==> config.mk <==
export PLATFORM = sky130hd
export DESIGN_NAME = run_sequencer
export DESIGN_NICKNAME = d
export VERILOG_FILES = /design/src/rtl/run_sequencer.sv
export SDC_FILE = /design/constraint.sdc
export NUM_CORES = 1
export LEC_CHECK = 0
export ABC_AREA = 1
export BUFFER_PORTS_ARGS = -buffer_cell sky130_fd_sc_hd__buf_2
export CORE_MARGIN = 2
export CORE_UTILIZATION = 50
export DETAILED_ROUTE_END_ITERATION = 6
export PLACE_DENSITY = 0.68
export SYNTH_ARGS = -nofsm -noshare
export SYNTH_HDL_FRONTEND = slang
export SYNTH_SLANG_ARGS = --single-unit
==> constraint.sdc <==
create_clock -name clk -period 2.81 [get_ports clk]
set_input_delay 0.4215 -clock clk [delete_from_list [all_inputs] [get_ports clk]]
set_output_delay 0.4215 -clock clk [all_outputs]
set_load 0.01 [all_outputs]
==> src/rtl/run_sequencer.sv <==
// rtl/run_sequencer.sv - steps a DUT through a range of programs, timing each run.
module run_sequencer #(
    parameter int NUM_PROGS  = 3,
    parameter int RST_CYCLES = 2,
    parameter int TIMEOUT    = 4095,
    parameter int CNT_W      = 16,
    localparam int SEL_W     = (NUM_PROGS > 1) ? $clog2(NUM_PROGS) : 1
) (
    input  logic             clk,
    input  logic             reset,
    input  logic             start,
    input  logic             abort,
    input  logic [SEL_W-1:0] prog_first,
    input  logic [SEL_W-1:0] prog_last,
    input  logic             dut_done,
    output logic             dut_reset,
    output logic [SEL_W-1:0] prog_sel,
    output logic             busy,
    output logic             res_valid,
    output logic [SEL_W-1:0] res_prog,
    output logic [CNT_W-1:0] res_cycles,
    output logic             res_timeout,
    output logic [NUM_PROGS-1:0] fail_mask,
    output logic             all_done,
    output logic             cfg_err
);
    localparam int RW = (RST_CYCLES > 1) ? $clog2(RST_CYCLES) : 1;

    typedef enum logic [1:0] {IDLE, RST, RUN, NEXT} state_t;

    state_t           state, state_nx;
    logic [SEL_W-1:0] last_q;
    logic [RW-1:0]    rst_cnt;
    logic [CNT_W-1:0] cnt;
    logic             range_ok;
    logic             rst_end;
    logic             cnt_max;

    assign range_ok = (prog_first <= prog_last) && (32'(prog_last) < 32'(NUM_PROGS));
    assign rst_end  = (rst_cnt == RW'(RST_CYCLES - 1));
    assign cnt_max  = (cnt == CNT_W'(TIMEOUT));

    always_comb begin
        state_nx = state;
        case (state)
            IDLE: if (start && !abort && range_ok) state_nx = RST;
            RST:  if (abort) state_nx = IDLE;
                  else if (rst_end) state_nx = RUN;
            RUN:  if (abort) state_nx = IDLE;
                  else if (dut_done || cnt_max) state_nx = NEXT;
            NEXT: if (abort || prog_sel == last_q) state_nx = IDLE;
                  else state_nx = RST;
            default: state_nx = IDLE;
        endcase
    end

    // The result pulse is suppressed combinationally so an abort or reset in NEXT wins.
    assign dut_reset = (state != RUN);
    assign res_valid = (state == NEXT) && !abort && !reset;

    always_ff @(posedge clk) begin
        if (reset) begin
            state       <= IDLE;
            last_q      <= '0;
            rst_cnt     <= '0;
            cnt         <= '0;
            prog_sel    <= '0;
            busy        <= 1'b0;
            res_prog    <= '0;
            res_cycles  <= '0;
            res_timeout <= 1'b0;
            fail_mask   <= '0;
            all_done    <= 1'b0;
            cfg_err     <= 1'b0;
        end else begin
            state   <= state_nx;
            cfg_err <= 1'b0;
            case (state)
                IDLE: begin
                    if (start && !abort) begin
                        if (range_ok) begin
                            last_q    <= prog_last;
                            prog_sel  <= prog_first;
                            fail_mask <= '0;
                            all_done  <= 1'b0;
                            busy      <= 1'b1;
                            rst_cnt   <= '0;
                        end else begin
                            cfg_err <= 1'b1;
                        end
                    end
                end
                RST: begin
                    if (abort) begin
                        busy <= 1'b0;
                    end else begin
                        rst_cnt <= rst_cnt + RW'(1);
                        cnt     <= '0;
                    end
                end
                RUN: begin
                    if (abort) begin
                        busy <= 1'b0;
                    end else if (dut_done) begin
                        res_prog    <= prog_sel;
                        res_cycles  <= cnt;
                        res_timeout <= 1'b0;
                    end else if (cnt_max) begin
                        res_prog            <= prog_sel;
                        res_cycles          <= CNT_W'(TIMEOUT);
                        res_timeout         <= 1'b1;
                        fail_mask[prog_sel] <= 1'b1;
                    end else begin
                        cnt <= cnt + CNT_W'(1);
                    end
                end
                NEXT: begin
                    if (abort) begin
                        busy <= 1'b0;
                    end else if (prog_sel == last_q) begin
                        busy     <= 1'b0;
                        all_done <= 1'b1;
                    end else begin
                        prog_sel <= prog_sel + SEL_W'(1);
                        rst_cnt  <= '0;
                    end
                end
                default: ;
            endcase
        end
    end
endmodule

* Yosys cells after proc, flatten, opt, wreduce, memory -nomap -nowiden *
Index checks and enable logic that the tools add are counted.

storage, ports and cells
  register bits = 48
  input bits = 9
  word-level logic and storage cells = 118

operators by class
  $add $sub $neg = 3
  magnitude comparators = 4
  equal/unequal tests = 21
  mux-type cells = 47
  bitwise logic cells = 4
  reductions and logical operators = 27

operators with widths
  cell                                                                          count
  16-bit 2-to-1 mux                                                             6
  16-bit one-hot mux with 2 select lines                                        1
  2-bit != test, second input constant                                          12
  2-bit 2-to-1 mux                                                              11
  1-bit 2-to-1 mux                                                              17
  16-bit by 1-bit adder with 16-bit output, second input constant               1
  16-bit by 12-bit equality test with 1-bit output, second input constant       1
  3-bit 2-to-1 mux                                                              5
  5-bit AND reduction                                                           3
  6-bit AND reduction                                                           2
  3-bit != test, second input constant                                          3
  3-bit AND reduction                                                           3
  2-bit one-hot mux with 4 select lines                                         1
  2-bit nonzero test                                                            4
  1-bit logical AND                                                             6
  1-bit one-hot mux with 3 select lines                                         2
  3-bit one-hot mux with 2 select lines                                         1
  2-bit equality test, second input constant                                    2
  2-bit one-hot mux with 2 select lines                                         1
  4-bit AND reduction                                                           1
  2-bit by 3-bit less-than comparator with 1-bit output, second input constant  1
  1-bit NOT                                                                     3
  3-bit OR                                                                      1
  3-bit nonzero test                                                            1
  15 further kinds                                                              17

* Longest topological paths before layout *
  depth after elaboration = 9
  gate-level depth with buffers = 12
  depth with buffers taken out = 12

* Worst setup path before layout *
OpenSTA, ideal clock, no wires.

  path kind = reg2reg
  from = register state[0]
  to = register cnt[9]
  library setup time = 0.116 ns
  arrival time = 1.499 ns
  path slack = 1.195 ns
  stages on the path, launching flop included = 10
  path buffers = 1
  clock period less this slack = 1.615 ns
  cell sequence = dfxtp_1 inv_1 ha_1 inv_2 nor2_1 a21oi_4 nand3_4 buf_8 o21ai_0 nor2_1

on the way
  word-level cells in the longest chain between the ends = 3

ends and longest elaborated chain
  what                                                                                          RTL line  source
  from (decl)                                                                                   31        state_t state, state_nx;
  from (signal assigned)                                                                        76        state <= state_nx;
  2-bit equality test / 2-bit by 1-bit equality test with 1-bit output (equally long branches)  78        case (state)
  2-bit != test (no source line) / 2-bit nonzero test (equally long branches)                   -
  5-bit AND reduction (no source line)                                                          -
  to (signal assigned)                                                                          114       cnt <= cnt + CNT_W'(1);
  to (decl)                                                                                     34        logic [CNT_W-1:0] cnt;

Parallel ways exist; a longest one is shown, timed or not.
A chain may end at the register's enable or synchronous reset.

* Worst setup path after layout *
  from = register state[0]
  to = register cnt[8]

Same word-level chain as after synthesis.

==> qor.yml <==
min_path_type: "input pin to register"
dr_wl_met3_um: 323
synth_ff_type: "dfxtp_1"
crit_end: "cnt[8]$_SDFFE_PP0P_"
hold_slack_ps: 411
drive_above_1_share_pct: 15.6
clock_latency_ps: 300
highest_layer: "met4"
place_hpwl_um: 4910
synth_top_area_share_pct: 34.3
final_cell_mix: "nand2_1 (94), inv_1 (66), nor2_1 (58)"
worst_slew_pin_slew_ps: 772
power_frac_comb_pct: 47.0
final_common_cell: "nand2_1"
synth-edff-count: 0
place_ws_ps: 621
cts_buffers: 5
core.rowCount: 27
cts_tree: "yes"
netlist_area_um2: 2800
cp.required_ps: 3010
fillers: 558
clock_skew_ps: 6.05
maxSlewViolCount: 0
grt_pass1_vias: 2570
drtAntennaViolNets: 0
fin_ws_ps: 587
ys_warn_count: 0
die_h_um: 78.9
clockBufferDepth: 2
grtUsageTotal_pct: 22.5
slowest_stage: "dfxtp_1"
syn_nets: 442
power_density_nw_per_um2: 774
critPathTopFamily: "compound AO/OA/AOI/OAI gates"
drtIter0Drc: 111
netlist_top_cells_area: "dfxtp_1 (34%), nand2_1 (13%), inv_1 (8.8%), nor2_1 (7.8%), a21oi_1 (5.4%)"
wire_per_inst_um: 12.6
clock-sinks: 48
slew_headroom_pct: 48.5
cts_setup_buffers: 0
via_per_inst: 5.10
synth_seq_area_share_pct: 34.3
routedLengthMet1_um: 3050
crit_buf_inv: 2
nets: 477
critPathMaxFanout: 17
drt-total-wl_um: 6630
ys_types: 35
cp-start-kind: "register"
cp_num_cells: 8
grt_overflow: 0
cap_violations: 0
seqPwrFrac_pct: 36.0
dieArea_um2: 6220
io_buffers: 37
vias: 2695
pwr-share-clk_pct: 17.0
root_buffer: "clkbuf_8"
placeableCoreArea_um2: 5470
sw_frac_of_total_pct: 45.1
grt_start_max_net_pins: 25
syn_area_per_cell_um2: 6.66
critPathMostFrequentCell: "nor2_1"
period_share_pct: 79.1
finalCriticalPeriod_ps: 2220
cts_resized: 0
rr_worst_depth: 8
synthCells: 421
dr.pass1.iters: 4
drcViolationCount: 0
r2r_end: "cnt[8]$_SDFFE_PP0P_"
path_cells: "inv_1 -> ha_1 -> inv_2 -> nor2_1 -> a21oi_4 -> nand3_4 -> o21ai_0 -> nor2_1"
num_io_pins: 38
worstReg2RegStart: "state[0]$_SDFFE_PP0P_"
p_int_uw: 1320
critPathMaxStageDelay_ps: 380
power.total_uw: 2400
synth-seq-cells: 48
antenna_found_initial: 0
yosysTopAreaCell: "dfxtp_1"
crit_arrival_ps: 2420
final_util_pct: 56.6
fmax_mhz: 450
initial_core_util_pct: 51.2
critPathKind: "register to register"
ir_worst_vdd_mv: 0.394
critPathCaptureType: "register"
place_congestion: 0.874
crit_start: "state[0]$_SDFFE_PP0P_"
status: "finished clean"
rrSetupSlack_ps: 590
hold_viol_final: 0
area_growth_pct: 10.5
setup_viol: 0
final.setup.tns_ps: 0
synthArstFlopShare_pct: 0
grt_pass1_wl_um: 11300
p_sw_uw: 1080
die_w_um: 78.9
dr_wl_met2_um: 3190
hold_buffers: 0
clkTransAtPathRegs_ps: 90
rsz0062_at_grt: "false"
htreeDepth: 2
leakage_uw: 0.00152
antennaDiodeCount: 0
==> cells by family (layout without fill, tap and decap cells) <==
logic type,count (synthesis),after routing,synth area share [%]
DFF,48,48,34.3
xor gates and xnor gates,1,1,0.313
buffers and inverters,81,116,12.4
AOI/OAI and AO/OA,67,67,13.6
and+or+nand+nor,212,212,34.1
adders and majority gates,12,12,5.36
==> registers in the layout, indices dropped and copies added (netlist names) <==
name and cells:
cfg_err 1, rst_cnt 1, prog_sel 2, res_prog 2, res_timeout 1, state 2, last_q 2, cnt 16
all_done 1, busy 1, fail_mask 3, res_cycles 16
==> power groups by stage <==
stage                     registers (µW)  logic [µW]  clock network [µW]
after floorplan                      886         872                   0
after global placement               876        1110                   0
after detailed placement             877        1120                   0
after CTS                            863        1120                 417
after global routing                 880        1280                 454
final                                863        1130                 408
==> metal layers <==
metal	track usage, %	up-vias
met5	0	-
met4	6.21	0
met3	3.52	9
met2	40.2	65
met1	28.0	1211
li1	-	1410
==> tightest hold or removal path, cell delays in order <==
cell and delay [ps]:
buf_2 90, nand2_1 100, nor3_1 60
==> cell usage after synthesis (2+ instances only) <==
cell      count
dfxtp_1      48
nand3_4       2
nor2_1       58
o21bai_1      2
inv_1        66
nand2_1      94
o21ai_0      25
nor2_2        2
buf_4         2
nand4_1      15
a21oi_2       4
a21oi_1      30
nand3_1      24
buf_8         2
nand2_2       8
ha_1         12
inv_2         2
clkbuf_1      5
nor2_4        2
nor3_1        3
==> worst min path at each step <==
stage          slack [ps]                         to                       from  depth (start not counted)
2_1_floorplan         440     last_q[1]$_SDFFE_PP0P_     last_q[1]$_SDFFE_PP0P_                          2
3_5_place_dp          440  fail_mask[1]$_SDFFE_PP0P_  fail_mask[1]$_SDFFE_PP0P_                          2
4_1_cts               400         cfg_err$_SDFF_PP0_                      start                          3
6_report              410         cfg_err$_SDFF_PP0_                      start                          3
5_1_grt               410         cfg_err$_SDFF_PP0_                      start                          3
3_3_place_gp          440  fail_mask[2]$_SDFFE_PP0P_  fail_mask[2]$_SDFFE_PP0P_                          2
==> layout make-up <==
cell class,instances,area (µm²),share of cell area (%)
repair buffers,40,208,6.70
flip-flops and latches,48,961,31.0
well taps,72,90.1,2.91
multi-input cells,292,1490,48.2
clock inverters,2,12.5,0.404
inverters,69,264,8.52
clock buffers,5,68.8,2.22
==> stage by stage <==
stage | cells | instance area [µm²]
2_1_floorplan | 421 | 2800
3_3_place_gp | 521 | 3020
3_5_place_dp | 521 | 3020
4_1_cts | 528 | 3100
5_1_grt | 528 | 3100
6_report | 528 | 3100
(Power assumes the default switching activity.)
